**src/rtl/pulse_sync_pkg.sv**
```systemverilog
// Shared types and sizing helpers for the pulse synchronizer source side.
package pulse_sync_pkg;

  typedef enum logic [1:0] {
    StIdle   = 2'd0,
    StStrobe = 2'd1,
    StGuard  = 2'd2
  } state_e;

  // Bits needed to hold the larger of the two counter load values plus one.
  function automatic int unsigned cnt_width(input int hold, input int guard);
    int m;
    m = (hold > guard) ? hold : guard;
    return (m < 1) ? 1 : $clog2(m + 1);
  endfunction

endpackage

```
**src/rtl/pulse_sync_src.sv**
```systemverilog
// Source half of a level-strobe pulse synchronizer: captures one word, raises stb for
// HOLD_CYCLES enabled cycles, then keeps data_out stable for GUARD_CYCLES more.
module pulse_sync_src
  import pulse_sync_pkg::*;
#(
  parameter int N            = 8,
  parameter int HOLD_CYCLES  = 4,
  parameter int GUARD_CYCLES = 2
) (
  input  logic         clk,
  input  logic         rst,
  input  logic         ena,
  input  logic [N-1:0] data_in,
  input  logic         valid_in,
  output logic         ready_out,
  output logic [N-1:0] data_out,
  output logic         stb,
  output logic         busy
);

  if (HOLD_CYCLES < 1 || GUARD_CYCLES < 0) begin : g_param_check
    $error("pulse_sync_src: HOLD_CYCLES must be >= 1 and GUARD_CYCLES >= 0");
  end

  localparam int unsigned CntW = cnt_width(HOLD_CYCLES, GUARD_CYCLES);
  localparam logic [CntW-1:0] HoldLoad  = CntW'(HOLD_CYCLES - 1);
  localparam logic [CntW-1:0] GuardLoad = (GUARD_CYCLES > 0) ? CntW'(GUARD_CYCLES - 1) : '0;

  state_e          state_q, state_d;
  logic [CntW-1:0] cnt_q, cnt_d;
  logic [N-1:0]    data_q, data_d;
  logic            stb_q, stb_d;

  always_comb begin
    state_d = state_q;
    cnt_d   = cnt_q;
    data_d  = data_q;
    if (ena) begin
      case (state_q)
        StIdle: begin
          if (valid_in) begin
            state_d = StStrobe;
            cnt_d   = HoldLoad;
            data_d  = data_in;
          end
        end
        StStrobe: begin
          if (cnt_q == '0) begin
            if (GUARD_CYCLES == 0) begin
              state_d = StIdle;
            end else begin
              state_d = StGuard;
              cnt_d   = GuardLoad;
            end
          end else begin
            cnt_d = cnt_q - 1'b1;
          end
        end
        StGuard: begin
          if (cnt_q == '0) begin
            state_d = StIdle;
          end else begin
            cnt_d = cnt_q - 1'b1;
          end
        end
        default: state_d = StIdle;
      endcase
    end
    // stb is registered from the next state so it never glitches across domains.
    stb_d = (state_d == StStrobe);
  end

  always_ff @(posedge clk or posedge rst) begin
    if (rst) begin
      state_q <= StIdle;
      cnt_q   <= '0;
      data_q  <= '0;
      stb_q   <= 1'b0;
    end else begin
      state_q <= state_d;
      cnt_q   <= cnt_d;
      data_q  <= data_d;
      stb_q   <= stb_d;
    end
  end

  assign ready_out = (state_q == StIdle) && ena;
  assign busy      = (state_q != StIdle);
  assign stb       = stb_q;
  assign data_out  = data_q;

endmodule

```
**config.mk**
```make
export PLATFORM = sky130hd
export DESIGN_NAME = pulse_sync_src
export DESIGN_NICKNAME = d
export VERILOG_FILES = /design/src/rtl/pulse_sync_pkg.sv /design/src/rtl/pulse_sync_src.sv
export SDC_FILE = /design/constraint.sdc
export NUM_CORES = 1
export LEC_CHECK = 0
export BUFFER_PORTS_ARGS = -buffer_cell sky130_fd_sc_hd__buf_2
export CORE_UTILIZATION = 45
export CTS_CLUSTER_DIAMETER = 50
export DETAILED_ROUTE_END_ITERATION = 8
export PLACE_DENSITY = 0.72
export SETUP_SLACK_MARGIN = 0.1
export SYNTH_ARGS = -nofsm -noshare
export SYNTH_HDL_FRONTEND = slang
export SYNTH_SLANG_ARGS = --single-unit
```
**constraint.sdc**
```tcl
create_clock -name clk -period 2.23 [get_ports clk]
set_input_delay 0.3345 -clock clk [delete_from_list [all_inputs] [get_ports clk]]
set_output_delay 0.3345 -clock clk [all_outputs]
set_load 0.005 [all_outputs]
```
==> flow_metrics.tcl <==
set metrics [dict create \
    period_needed_ns 1.81 \
    cts_resized 0 \
    status "completed" \
    cts_root_buf "clkbuf_4" \
    grt_pass1_vias 528 \
    critPathSlowestCell "dfrtp_1" \
    clkSlewWorstSetupHoldPaths_ns 0.08 \
    ys_types 25 \
    hold_class "primary input to async pin" \
    antenna_found_initial 0 \
    skew_ns 0.00651 \
    cts_max_path_buffers 2 \
    grt_pass1_wl_mm 2.14 \
    vias 527 \
    dp_hpwl_mm 1.01 \
    cts_tree "yes" \
    overflow 0 \
    ctsHtreeMaxLevel 1 \
    num_io_pins 23 \
    synth_nets 83 \
    yosysMostFrequentCell "dfrtp_1" \
    hold_viol 0 \
    ys_ff_latch 14 \
    worst_pin_slew_ns 0.515 \
    synth_flop_cell "dfrtp_1" \
    drt_iter0_markers 4 \
    slew_violations 0 \
    synth_common_cells "dfrtp_1, inv_1, mux2_2" \
    placed_area_sq_um 865 \
    cts_setup_buffers 0 \
    fin_setup_tns_ns 0 \
    antenna_left 0 \
    die_h_um 42.5 \
    worstPathMaxFanout 5 \
    cap_violations 0 \
    worst_r2r_endpoint "cnt_q[1]$_DFFE_PP0P_" \
    post_route_cells_drive_above_1_share_pct 41.6 \
    viasPerCell 5.02 \
    fmax_mhz 552 \
    powerDensity_mw_per_mm2 1300 \
    cts_made_buffers 3 \
    synthArstFlopShare_pct 100 \
    grt.total_usage_pct 15.6 \
    synth-edff-count 0 \
    postLayoutCellArea_sq_um 901 \
    core_sq_mm 0.00152 \
    p_total_mw 1.17 \
    drc_errors 0 \
    synth_area_leaders "dfrtp_1, mux2_2, ha_1" \
    reg2reg_slack_ns 0.42 \
    leakage_nw 0.460 \
    synth_top_area_share_pct 47.4 \
    slew-limit-headroom_pct 65.7 \
    cpPeakStageDelay_ns 0.42 \
    worstReg2RegStart "state_q[0]$_DFF_PP0_" \
    globalplace.congestion 0.836 \
    numPortBuffers 22 \
    avgSynthCellArea_sq_um 11.6 \
    area_growth_pct 21.8 \
    yosysWarnings 0 \
    worstPathArrival_ns 1.96 \
    netlist_area_sq_um 739 \
    period_share_pct 81.2 \
    peakVddDrop_mv 0.702 \
    reg2reg_depth 6 \
    wl_per_cell_um 11.6 \
    cts_num_sinks 14 \
    path_class "flop to flop" \
    yosysSeqAreaShare_pct 47.4 \
    synth_top_cell_by_area "dfrtp_1" \
    dr.pass1.iters 4 \
    grt_max_degree 15 \
    rows 14 \
    end_kind "flop" \
    start_util_pct 48.5 \
    hold_buffers 0 \
    start_kind "flop" \
    setup_viol 0 \
    nets 109 \
    die_x_um 42.5 \
    wl_mm 1.22 \
    clkLatencyLatePin_ns 0.27 \
    crit_chain "inv_1 -> ha_1 -> nor2b_1 -> or3_4 -> a21oi_4 -> mux2_1" \
    required_ns 2.38 \
    rsz0062_at_grt "false" \
    synthCells 64 \
    die-area_sq_mm 0.00181 \
    n_antenna_cell 0 \
]
==> worst max-delay path: cells and delay by family (launching register included) <==
family                   cells  cell delay [ns]
AND/OR/NAND/NOR              2             0.50
multiplexers                 1             0.32
buffers and inverters        1             0.09
AO/OA/AOI/OAI                1             0.13
adder cells (fa/ha/maj)      1             0.22
flip-flops                   1             0.42
==> report_power, final <==
group / leakage [nW] / switching, mW / total (mW) / internal [mW]
clock: 0.0210 / 0.0745 / 0.173 / 0.0990
sequential: 0.168 / 0.0712 / 0.448 / 0.377
combinational: 0.271 / 0.263 / 0.545 / 0.282
total: 0.460 / 0.409 / 1.17 / 0.758
==> kinds of logic (layout without fill, tap and decap cells) <==
logic type	count (synthesis)	after routing	share of synthesized area [%]
mux	9	9	13.7
flops	14	14	47.4
simple gates	13	13	9.98
fa+ha+maj	7	7	11.8
buf+inv	10	35	5.24
compound gates	11	11	11.8
==> sequential cells by signal, summed over array words and instances, names as in the netlist <==
register and count:
data_out 8, cnt_q 3, state_q 2, stb 1
==> layout by cell type, fill, tap and decap left out <==
cell,netlist,final
clkbuf_8,0,1
o22a_1,1,1
nor2b_1,2,2
mux2_1,1,1
nand2_1,1,1
or3_4,1,1
o22ai_1,1,1
mux2_2,8,8
o21ai_0,2,2
dfrtp_1,14,14
a221oi_1,1,1
nand2b_1,1,1
a21oi_4,1,1
nor2_1,3,3
and2b_1,1,1
buf_2,1,22
ha_1,7,7
a2111oi_0,1,1
clkbuf_4,0,3
a21oi_1,2,2
inv_2,1,1
nand3_1,2,2
o32a_1,1,1
and3_1,1,1
a22o_1,1,1
nor3_1,1,1
inv_1,8,8
==> per-stage QoR <==
| step | worst slack (ns) | hold WS [ns] | util (%) | std cells |
|---|---|---|---|---|
| after global placement | 0.485 | 0.388 | 56.7 | 101 |
| after global routing | 0.284 | 0.131 | 59.1 | 105 |
| final | 0.419 | 0.0868 | 59.1 | 105 |
| after detailed placement | 0.421 | 0.392 | 56.7 | 101 |
| after CTS | 0.409 | 0.0990 | 59.1 | 105 |
| after floorplan | 0.528 | 0.224 | - | 64 |
==> layout make-up <==
type	count	area, sq um
Multi-Input combinational cell	40	350
Clock buffer	4	36.3
Inverter	9	33.8
Fill cell	132	623
Timing Repair Buffer	22	110
Sequential cell	14	350
Tap cell	16	20.0
==> worst max path at each step <==
stage / from / to / slack, ns
floorplan: state_q[0]$_DFF_PP0_ / cnt_q[1]$_DFFE_PP0P_ / 0.53
global placement: state_q[0]$_DFF_PP0_ / cnt_q[1]$_DFFE_PP0P_ / 0.49
detailed placement: state_q[0]$_DFF_PP0_ / cnt_q[1]$_DFFE_PP0P_ / 0.42
CTS: state_q[0]$_DFF_PP0_ / cnt_q[1]$_DFFE_PP0P_ / 0.41
global route: state_q[0]$_DFF_PP0_ / cnt_q[1]$_DFFE_PP0P_ / 0.28
finish: state_q[0]$_DFF_PP0_ / cnt_q[1]$_DFFE_PP0P_ / 0.42
==> metal layers <==
layer / track usage (%) / vias to the layer above / part of all wire, % / wire length [um]
li1: - / 271 / - / -
met1: 20.8 / 238 / 47 / 574
met2: 25.5 / 16 / 48 / 580
met3: 1.29 / 2 / 4.4 / 54
met4: 7.50 / 0 / 0.74 / 9
met5: 0 / - / 0 / 0
Note: power is estimated with default switching activity, not from simulation.
